**src/rtl/run_monitor.sv**
```systemverilog
// Store-bus monitor: watches the processor write bus for a tohost store and
// produces a PASS/FAIL/TIMEOUT verdict, cycle/store counters and a store log.
module run_monitor #(
    parameter logic [31:0] TOHOST_ADDR    = 32'h0000_00FC,
    parameter int          TIMEOUT_CYCLES = 1000,
    parameter int          LOG_DEPTH      = 8
) (
    input  logic        clk,
    input  logic        reset,
    input  logic [31:0] Adr,
    input  logic [31:0] WriteData,
    input  logic        MemWrite,
    input  logic        log_pop,
    output logic        done,
    output logic        pass,
    output logic        timed_out,
    output logic [31:0] fail_code,
    output logic [31:0] cycle_count,
    output logic [31:0] store_count,
    output logic [31:0] log_adr,
    output logic [31:0] log_data,
    output logic        log_empty,
    output logic        log_full,
    output logic        log_overflow
);

    localparam int              AW        = $clog2(LOG_DEPTH);
    localparam int              CW        = AW + 1;
    localparam logic [31:0]     TIMEOUT_C = 32'(TIMEOUT_CYCLES);
    localparam logic [CW-1:0]   DEPTH_C   = CW'(LOG_DEPTH);

    typedef enum logic [1:0] {
        ST_RUN     = 2'd0,
        ST_PASS    = 2'd1,
        ST_FAIL    = 2'd2,
        ST_TIMEOUT = 2'd3
    } state_t;

    state_t         state_r, state_s;
    logic [31:0]    fail_code_r, fail_code_s;
    logic [31:0]    cycle_count_r, cyc_inc_s;
    logic [31:0]    store_count_r;
    logic           tohost_s;
    logic [63:0]    mem_r [LOG_DEPTH];
    logic [AW-1:0]  wr_ptr_r, rd_ptr_r;
    logic [CW-1:0]  count_r;
    logic           overflow_r;
    logic           push_s, pop_s, full_s, wr_en_s;

    // Verdict next-state: tohost PASS/FAIL outranks timeout on the same edge
    always_comb begin
        state_s     = state_r;
        fail_code_s = fail_code_r;
        cyc_inc_s   = cycle_count_r + 32'd1;
        tohost_s    = MemWrite && (Adr == TOHOST_ADDR);
        case (state_r)
            ST_RUN: begin
                if (tohost_s && (WriteData == 32'd1)) begin
                    state_s = ST_PASS;
                end else if (tohost_s && (WriteData != 32'd0)) begin
                    state_s     = ST_FAIL;
                    fail_code_s = WriteData;
                end else if (cyc_inc_s == TIMEOUT_C) begin
                    state_s = ST_TIMEOUT;
                end else begin
                    state_s = ST_RUN;
                end
            end
            default: state_s = state_r;
        endcase
    end

    // Log control; a pop on an empty FIFO is ignored so a same-edge push still lands
    always_comb begin
        push_s  = (state_r == ST_RUN) && MemWrite;
        pop_s   = log_pop && (count_r != {CW{1'b0}});
        full_s  = (count_r == DEPTH_C);
        wr_en_s = push_s && (!full_s || pop_s);
    end

    // State, verdict and counter registers
    always_ff @(posedge clk or posedge reset) begin
        if (reset) begin
            state_r       <= ST_RUN;
            fail_code_r   <= 32'd0;
            cycle_count_r <= 32'd0;
            store_count_r <= 32'd0;
        end else begin
            state_r     <= state_s;
            fail_code_r <= fail_code_s;
            if (state_r == ST_RUN) begin
                cycle_count_r <= cyc_inc_s;
                store_count_r <= store_count_r + {31'd0, MemWrite};
            end
        end
    end

    // FIFO pointers, occupancy and sticky overflow
    always_ff @(posedge clk or posedge reset) begin
        if (reset) begin
            wr_ptr_r   <= {AW{1'b0}};
            rd_ptr_r   <= {AW{1'b0}};
            count_r    <= {CW{1'b0}};
            overflow_r <= 1'b0;
        end else begin
            if (wr_en_s) wr_ptr_r <= wr_ptr_r + {{(AW-1){1'b0}}, 1'b1};
            if (pop_s)   rd_ptr_r <= rd_ptr_r + {{(AW-1){1'b0}}, 1'b1};
            case ({wr_en_s, pop_s})
                2'b10:   count_r <= count_r + {{(CW-1){1'b0}}, 1'b1};
                2'b01:   count_r <= count_r - {{(CW-1){1'b0}}, 1'b1};
                default: count_r <= count_r;
            endcase
            if (push_s && full_s && !pop_s) overflow_r <= 1'b1;
        end
    end

    // Log storage; contents are don't-care while empty so no reset is needed
    always_ff @(posedge clk) begin
        if (wr_en_s) mem_r[wr_ptr_r] <= {Adr, WriteData};
    end

    assign done         = (state_r != ST_RUN);
    assign pass         = (state_r == ST_PASS);
    assign timed_out    = (state_r == ST_TIMEOUT);
    assign fail_code    = fail_code_r;
    assign cycle_count  = cycle_count_r;
    assign store_count  = store_count_r;
    assign log_adr      = mem_r[rd_ptr_r][63:32];
    assign log_data     = mem_r[rd_ptr_r][31:0];
    assign log_empty    = (count_r == {CW{1'b0}});
    assign log_full     = full_s;
    assign log_overflow = overflow_r;

endmodule

```
**config.mk**
```make
export PLATFORM = sky130hd
export DESIGN_NAME = run_monitor
export DESIGN_NICKNAME = d
export VERILOG_FILES = /design/src/rtl/run_monitor.sv
export SDC_FILE = /design/constraint.sdc
export NUM_CORES = 1
export LEC_CHECK = 0
export BUFFER_PORTS_ARGS = -buffer_cell sky130_fd_sc_hd__buf_4
export CORE_MARGIN = 5
export CORE_UTILIZATION = 46
export DETAILED_ROUTE_END_ITERATION = 12
export GPL_ROUTABILITY_DRIVEN = 0
export PLACE_DENSITY = 0.74
export SYNTH_ARGS = -nofsm -noshare
export SYNTH_HDL_FRONTEND = slang
export SYNTH_SLANG_ARGS = --single-unit
```
**constraint.sdc**
```tcl
create_clock -name clk -period 10.97 [get_ports clk]
set_clock_uncertainty 0.05 [all_clocks]
set_input_delay 1.097 -clock clk [delete_from_list [all_inputs] [get_ports clk]]
set_output_delay 1.097 -clock clk [all_outputs]
set_load 0.02 [all_outputs]
```
==> flow_results.org, run 1 <==
** Critical path
- Endpoint required time on the critical path :: a little under 10 ns
- Critical Setup Path Class :: reg -> out
- Critical Path Start Type :: flip-flop
- Data arrives at the worst endpoint at about 3.5 ns.
- Endpoint class of the critical path :: output pin
- Maximum fanout along the worst path :: between 40 and 50

** Job
- Number of max-cap violations :: 0

** Yosys
- Summing the areas of all and, or, nand and nor instances in the mapped netlist gives 4.727% of the synthesized area.
- Area share of xor/xnor cells in the synthesized design :: 2.817%
- Average instance area after synthesis :: 19.45 sq um
- For this run, the leading register cell type out of synthesis is edfxtp_1.
- After Yosys synthesis, full adders, half adders and majority gates account for 0.4890% of the synthesized area.
- Synth Cell Area :: 24560 sq um
- Portion of the post-synthesis area used by sequential elements :: 73.70%
- Mux share of post-synthesis cell area :: 16.18%
- Ys async rst share :: 17.55%
- Counting every net in the synthesized netlist gives approximately 1300.
- After synthesis the netlist holds a flip-flop and latch count of 621.
- Number of enable flip-flop cells after synthesis :: 512
- After synthesis, the netlist uses 55 different library cells.
- Counting every instance in the synthesized netlist gives ~1300.
- Yosys printed 0 warnings.
- After synthesis, the largest family of logic cells by area is multiplexers.
- The synthesized netlist devotes 0.9017% of its cell area to compound gates.

** Global route
- Overall global routing resource usage :: 18.33%
- Antenna violations before repair :: 1
- Global routing finished with a remaining overflow of 0.
- The first global-routing pass estimated 81090 um of wire.
- Entering global routing, the biggest net connects 69 pins.
- Vias in the first global route :: 13310

** Power
- Dividing total power by cell area gives a power density of 220.5 nW/um^2.
- Worst-case vdd ir drop :: 0.1106 mV
- Leakage :: 10.43 nW
- The completed layout was analyzed and its total power is approximately 6.5 mW.

** Floorplan
- 234 I/O pins were placed.
- Number of standard-cell rows in the floorplan :: 84
- Measured along the y axis, the die boundary spans 241.1 um.
- The die covers between 50000 and 60000 sq um.
- Initial core utilization :: 46.55%
- In this run the standard cell core region covers between 50000 and 60000 sq um.
- In this run the horizontal extent of the chip is 241.1 um.

** Layout
- Final layout net count :: 1600
- Fill cell instance count of the final layout :: 3991
- Cells with a size suffix above 1 make up roughly 38% of the layout.
- Compared with the post-synthesis result, the final layout area differs by 19.32%.

** Clock tree
- Number of buffers inserted during clock tree synthesis :: 66
- The number of hold buffers added after CTS was 0.
- Clock sink count :: 621
- The clock passes through at most 3 buffers.
- Clk_lat worst skew :: 0.58 ns
- Number of post-CTS setup repair buffers :: 0
- The clock tree synthesis step divided the H-tree into 3 levels.
- Post-CTS Resized :: 0
- Register clock-pin slew on the reported worst setup and hold paths :: about 0.050 ns
- TritonCTS built the clock tree.
- Clock root buffer master :: clkbuf_16

** STA
- Final-report hold violation count :: 0
- Ratio of final minimum period to clock period :: between 40% and 50%
- Remaining max-slew budget at the tightest pin :: 31.09%
- Final setup violation count :: 0
- After layout, the minimum clock period comes to 4.653 ns.
- Fmax :: 214.9 MHz
- Adding up every negative setup slack in the final design gives 0 ns.
- At the pin with the least slew margin, the transition time is between 1 and 1.5 ns.
- The final max-slew violation count was 0.
- Unrepaired setup endpoints after global routing :: no

** Placed design
- Final HPWL from detailed placement :: 31000 um
- # port buffers :: 233

** Routing
- Post-detailed-route via-to-cell ratio :: 5.580
- After detailed routing, the average wire length per cell comes to 23.33 um.
- Routed via count :: 12620
- DR pass1 iterations :: 5
- Once detail routing completed, the nets flagged for antenna violations numbered 0.
- The routed design has 52780 um of wire.
- Post-route DRC :: 0
- Iteration-0 DRC Markers :: 822

** Status
- Run status :: completed

** Min path
- Min-delay worst type :: reg -> reg
[cell usage in the layout (no fill, tap or decap), types with 18 or more instances in the layout]
master	count
nand2_1	61
dfrtp_1	106
nand3_1	24
clkbuf_16	69
mux2_2	93
xor2_1	21
mux4_2	128
nor4_1	18
xnor2_1	58
nor2_1	33
buf_4	254
edfxtp_1	512
nand4_1	27
[metrics by stage]
stage                     area, sq um  hold slack, ns  worst slack (ns)  std cells  util [%]
after floorplan                 24560          0.4111             2.008       1263         -
after global placement          27130          0.4050             6.808       2143     51.43
after detailed placement        27130          0.4173             6.783       2143     51.43
after CTS                       29300          0.4333             6.143       2261     55.54
after global routing            29300          0.4442             5.986       2261     55.54
final                           29310          0.4242             6.317       2262     55.54
[Yosys cell counts, types with 2 or more instances]
master      n  area (sq um)
inv_1       9         33.78
nor2_1     35         131.4
or3_1       2         12.51
a21oi_1     8         40.04
o21a_1      2         15.01
mux4_2    128          2883
clkbuf_1   32         120.1
nor3_1     17         85.08
nand3_1    24         120.1
buf_1      17         63.81
nor3b_1     2         15.01
nor2b_1     4         25.02
xor2_1     21         183.9
nor4_1     19         118.9
and2_1      7         43.79
nor4b_1     4         35.03
xnor2_1    58         508.0
mux2_2     93          1047
buf_2       9         45.04
mux2_1      3         33.78
edfxtp_1  512         15370
buf_4       3         22.52
nand4_1    27         168.9
and4_1      3         26.28
dfrtp_1   109          2728
nand2_1    61         229.0
a31oi_1     3         18.77
and3_1     12         75.07
o21ai_0     6         30.03
ha_1        8         100.1
[cell families (layout without fill, tap and decap cells)]
kind of cell / after synthesis / after routing
flops: 621 / 621
mux: 225 / 225
simple gates: 225 / 225
xor+xnor: 79 / 79
buf+inv: 71 / 381
compound gates: 33 / 33
fa+ha+maj: 9 / 9
other cells: 0 / 1
[worst max-delay path: stages, from the launching register on]
cell	delay [ns]
dfrtp_4	0.95
buf_4	0.81
mux4_2	0.59
mux2_2	0.31
buf_4	0.17
[report_power, final]
part | leakage, nW | total (mW) | internal, mW | switching [mW]
Clock | 1.07 | 2.21 | 1.34 | 0.866
Combinational | 3.28 | 1.55 | 0.820 | 0.732
Sequential | 6.09 | 2.70 | 2.57 | 0.130
Total | 10.4 | 6.46 | 4.73 | 1.73
[flip-flops by register name, summed over array words and instances, names as in the netlist]
signal,cells
rd_ptr_r,3
cycle_count,32
wr_ptr_r,3
count_r,4
mem_r,512
state_r,2
store_count,32
log_overflow,1
fail_code,32
[worst paths after layout]
| path | to | start | slack, ns | depth (start not counted) |
|---|---|---|---|---|
| worst max-delay path | log_data[0] | rd_ptr_r[0] | 6.32 | 4 |
| worst min-delay path | log_overflow | log_overflow | 0.42 | 1 |
| worst max register to register | mem_r[7][0] | state_r[0] | 7.42 | 7 |
| worst min register to register | log_overflow | log_overflow | 0.42 | 1 |
| max in group asynchronous | rd_ptr_r[2] | reset | 8.96 | 3 |
| min in group asynchronous | store_count[31] | reset | 0.54 | 2 |
[routing by layer]
layer  wire, um  track usage [%]  part of all wire (%)  up-vias
met3       3813            5.257                   7.2       50
li1           -                -                     -     5566
met5         20                0                 0.038        -
met4        660            4.428                   1.3        2
met1      22180            25.36                    42     6652
met2      26110            29.33                    49      353
[area by class of cell]
| cell class | instances | area (sq um) | area share [%] |
|---|---|---|---|
| antenna | 1 | 2.502 | 0.008539 |
| clock buffer | 90 | 1846 | 6.297 |
| clock inverter | 28 | 322.8 | 1.102 |
| inverter | 9 | 36.28 | 0.1238 |
| multi-input combinational | 571 | 6217 | 21.22 |
| sequential | 621 | 18110 | 61.81 |
| tap | 688 | 860.8 | 2.937 |
| timing repair buffer | 254 | 1907 | 6.507 |
No activity file was read; power rests on OpenSTA's default activity.
==> run 2: changes to the inputs <==
--- a/config.mk
+++ b/config.mk
@@ -10,7 +10,7 @@
 export CORE_UTILIZATION = 46
 export DETAILED_ROUTE_END_ITERATION = 12
 export GPL_ROUTABILITY_DRIVEN = 0
-export PLACE_DENSITY = 0.74
+export PLACE_DENSITY = 0.77
 export SYNTH_ARGS = -nofsm -noshare
 export SYNTH_HDL_FRONTEND = slang
 export SYNTH_SLANG_ARGS = --single-unit
==> constraint.sdc (replaced) <==
create_clock -name clk -period 4.03 [get_ports clk]
set_clock_uncertainty 0.05 [all_clocks]
set_input_delay 0.403 -clock clk [delete_from_list [all_inputs] [get_ports clk]]
set_output_delay 0.403 -clock clk [all_outputs]
set_load 0.02 [all_outputs]
==> flow_results.org, run 2 (synthesis gave the netlist of run 1 again) <==
** STA
- Final setup slack of the worst path :: 0.6746 ns (-5.642 ns)
- Fmax :: 298.0 MHz
- Unrepaired setup endpoints after global routing :: no
- The number of setup violations in the final report came to 0 (unchanged).
- Post-route setup TNS :: 0 ns (unchanged)
- The worst-margin pin slew was 0.9349 ns (-0.09869 ns).
- The final max-slew violation count was 0 (unchanged).
- The number of failing hold endpoints at the final stage came to 0 (unchanged).
- Ratio of final minimum period to clock period :: 83.26%
- The tightest hold margin is 0.05143 ns (-0.3728 ns).
- The worst slew margin relative to its limit is 37.67% (+6.6 points).
- Subtracting the final worst setup slack from the clock period gives 3.355 ns.

** Power
- Worst-case vdd ir drop :: 0.3564 mV (+220%)
- The leakage dissipation is 10.64 nW (+2.0%).
- The total power density per cell area was 579.0 nW/um^2 (+160%).
- The total power draw is 17.35 mW (+170%).

** Critical path
- Critical Path Start Type :: flip-flop
- The top fanout value on the critical path is 29 (-37%).
- Endpoint required time on the critical path :: 3.58 ns (-6.24 ns)
- Critical-path cell with the highest stage delay :: dfrtp_4
- The most numerous cell type found on the critical path is buf_4.
- Critical Setup Path Class :: reg -> out
- The signal on the critical path passes through buf_4, mux4_2, mux2_2, buf_4.
- Endpoint class of the critical path :: output pin
- The delay contributed by the slowest stage of the critical path was 0.86 ns (-0.09 ns).
- Data arrival time at the worst-slack endpoint :: 2.90 ns (-0.61 ns)

** Global route
- GR Overflow Total :: 0 (unchanged)
- Pin count of the biggest net entering global routing :: 71 (+2.9%)
- The aggregate global-route resource usage came to 18.58% (+0.25 points).
- The initial antenna violation count was 2 (+1).
- Vias in the first global route :: 13500 (+1.4%)
- Global-route wire length before repair :: 82410 um (+1.6%)

** Routing
- The total via count in the routed design is 13030 (+3.2%).
- DR pass1 iterations :: 5 (unchanged)
- Detail-routed net length per standard cell :: 23.18 um (-0.66%)
- Post-detailed-route via-to-cell ratio :: 5.596 (+0.28%)
- Routed WL :: 53980 um (+2.3%)
- Iteration-0 DRC Markers :: 879 (+6.9%)
- The number of remaining DRC errors came to 0 (unchanged).
- The remaining antenna violation count is 0 (unchanged).

** Placed design
- The worst slack after detailed placement came to 0.6337 ns (-6.149 ns).
- The instance area at placement came to 27340 sq um (+0.77%).
- The cell count after placement was 2148 (+0.23%).
- # port buffers :: 233 (unchanged)
- Final HPWL from detailed placement :: 30670 um (-1.1%)

** Min path
- The min-delay analysis places its worst path in the category in -> reg.

** Layout
- Leading cell type in the layout, fill and taps excluded :: edfxtp_1
- Final layout net count :: 1664 (+4.0%)
- Post-route insts no fill :: 2329 (+3.0%)
- The flip-flop count of the largest register after layout came to 512 (unchanged).
- Area grow syn2layout :: 21.97%
- Layout Utilization :: 56.78% (+1.2 points)
- Design area :: 29960 sq um (+2.2%)
- Register name with the most flops :: mem_r
- The fraction of layout instances using a drive strength above 1 was 35.81% (-1.8 points).
- The top cell types in the final layout, fill and taps aside, are edfxtp_1, buf_4, mux4_2, dfrtp_1, mux2_2.

** Floorplan
- DIE AREA :: 58110 sq um (unchanged)
- The number of primary I/O pins is 234 (unchanged).
- The floorplan row count is 84 (unchanged).
- Initial core utilization :: 46.55% (unchanged)
- X dimension of the die :: 241.1 um (unchanged)
- Die outline height :: 241.1 um (unchanged)
- The area of the core was 52760 sq um (unchanged).

** Clock tree
- Number of buffers inserted during clock tree synthesis :: 61 (-7.6%)
- TritonCTS built the clock tree.
- Maximum clock path buffer count :: 3 (unchanged)
- The post-CTS setup repair buffer count came to 0 (unchanged).
- The clock latency at the later pin of the worst-skew pair is 0.61 ns (+0.03 ns).
- Clock tree synthesis selected as its root buffer the cell clkbuf_16.
- Htree depth :: 2 (-1)
- Clock sink count :: 621 (unchanged)
- Register clock-pin slew on the reported worst setup and hold paths :: 0.06 ns (about the same)

** Job
- Number of max-cap violations :: 0 (unchanged)

** Status
- The flow ran to the end, and the final reports show no timing, DRC or antenna violations.
==> run 2: cell types whose count changed in the layout (fill, tap and decap cells not counted), moves of 3 or more <==
| cell | change |
|---|---|
| buf_12 | +10 |
| buf_4 | -5 |
| clkbuf_16 | -7 |
| clkinv_1 | +4 |
| dlygate4sd3_1 | +64 |
| nor3_2 | -3 |
| nor3_4 | +3 |
==> run 2: worst paths after layout <==
kind / from / to / slack [ns] / cells after the start
hold / removal: WriteData[0] / mem_r[4][0] / 0.05 / 1
hold reg to reg: store_count[31] / store_count[31] / 0.44 / 1
min in group asynchronous: reset / store_count[30] / 0.39 / 3
setup reg to reg: cycle_count[0] / state_r[0] / 1.04 / 8
max in group asynchronous: reset / rd_ptr_r[2] / 2.57 / 4
setup / recovery: rd_ptr_r[0] / log_adr[21] / 0.67 / 4
==> run 2: layout make-up <==
| type | instances | area, sq um |
|---|---|---|
| multi-input combinational | 571 | 6264 |
| sequential | 621 | 18110 |
| tap | 688 | 860.8 |
| clock inverter | 30 | 290.3 |
| antenna | 2 | 5.005 |
| fill | 3925 | 22800 |
| inverter | 9 | 36.28 |
| timing repair buffer | 323 | 2710 |
| clock buffer | 85 | 1678 |
==> run 2: critical path, delay by kind of cell (launching register included) <==
kind / cells / cell delay [ns]
DFF: 1 / 0.86
muxes: 2 / 0.84
buffers and inverters: 2 / 0.57
==> run 2: report_power, final <==
part           switching [mW]  internal (mW)  leakage, nW  total (mW)
clock                    2.33           3.22        0.955        5.56
combinational            2.23           2.37         3.60        4.60
sequential              0.200           6.99         6.09        7.19
total                    4.76           12.6         10.6        17.3
==> run 2: layer usage <==
layer	routed length [um]	up-vias	global-route usage, %
met2	26580	455	30.27
met4	733	2	3.385
li1	-	5694	-
met1	22640	6816	26.27
met5	13	-	0
met3	4019	66	4.514
==> run 2: what timing repair did <==
item	4_1_cts	5_1_grt
resized for setup	0	0
hold endpoints to repair	547	0
hold buffers	64	0
endpoints found under the setup margin	0	0
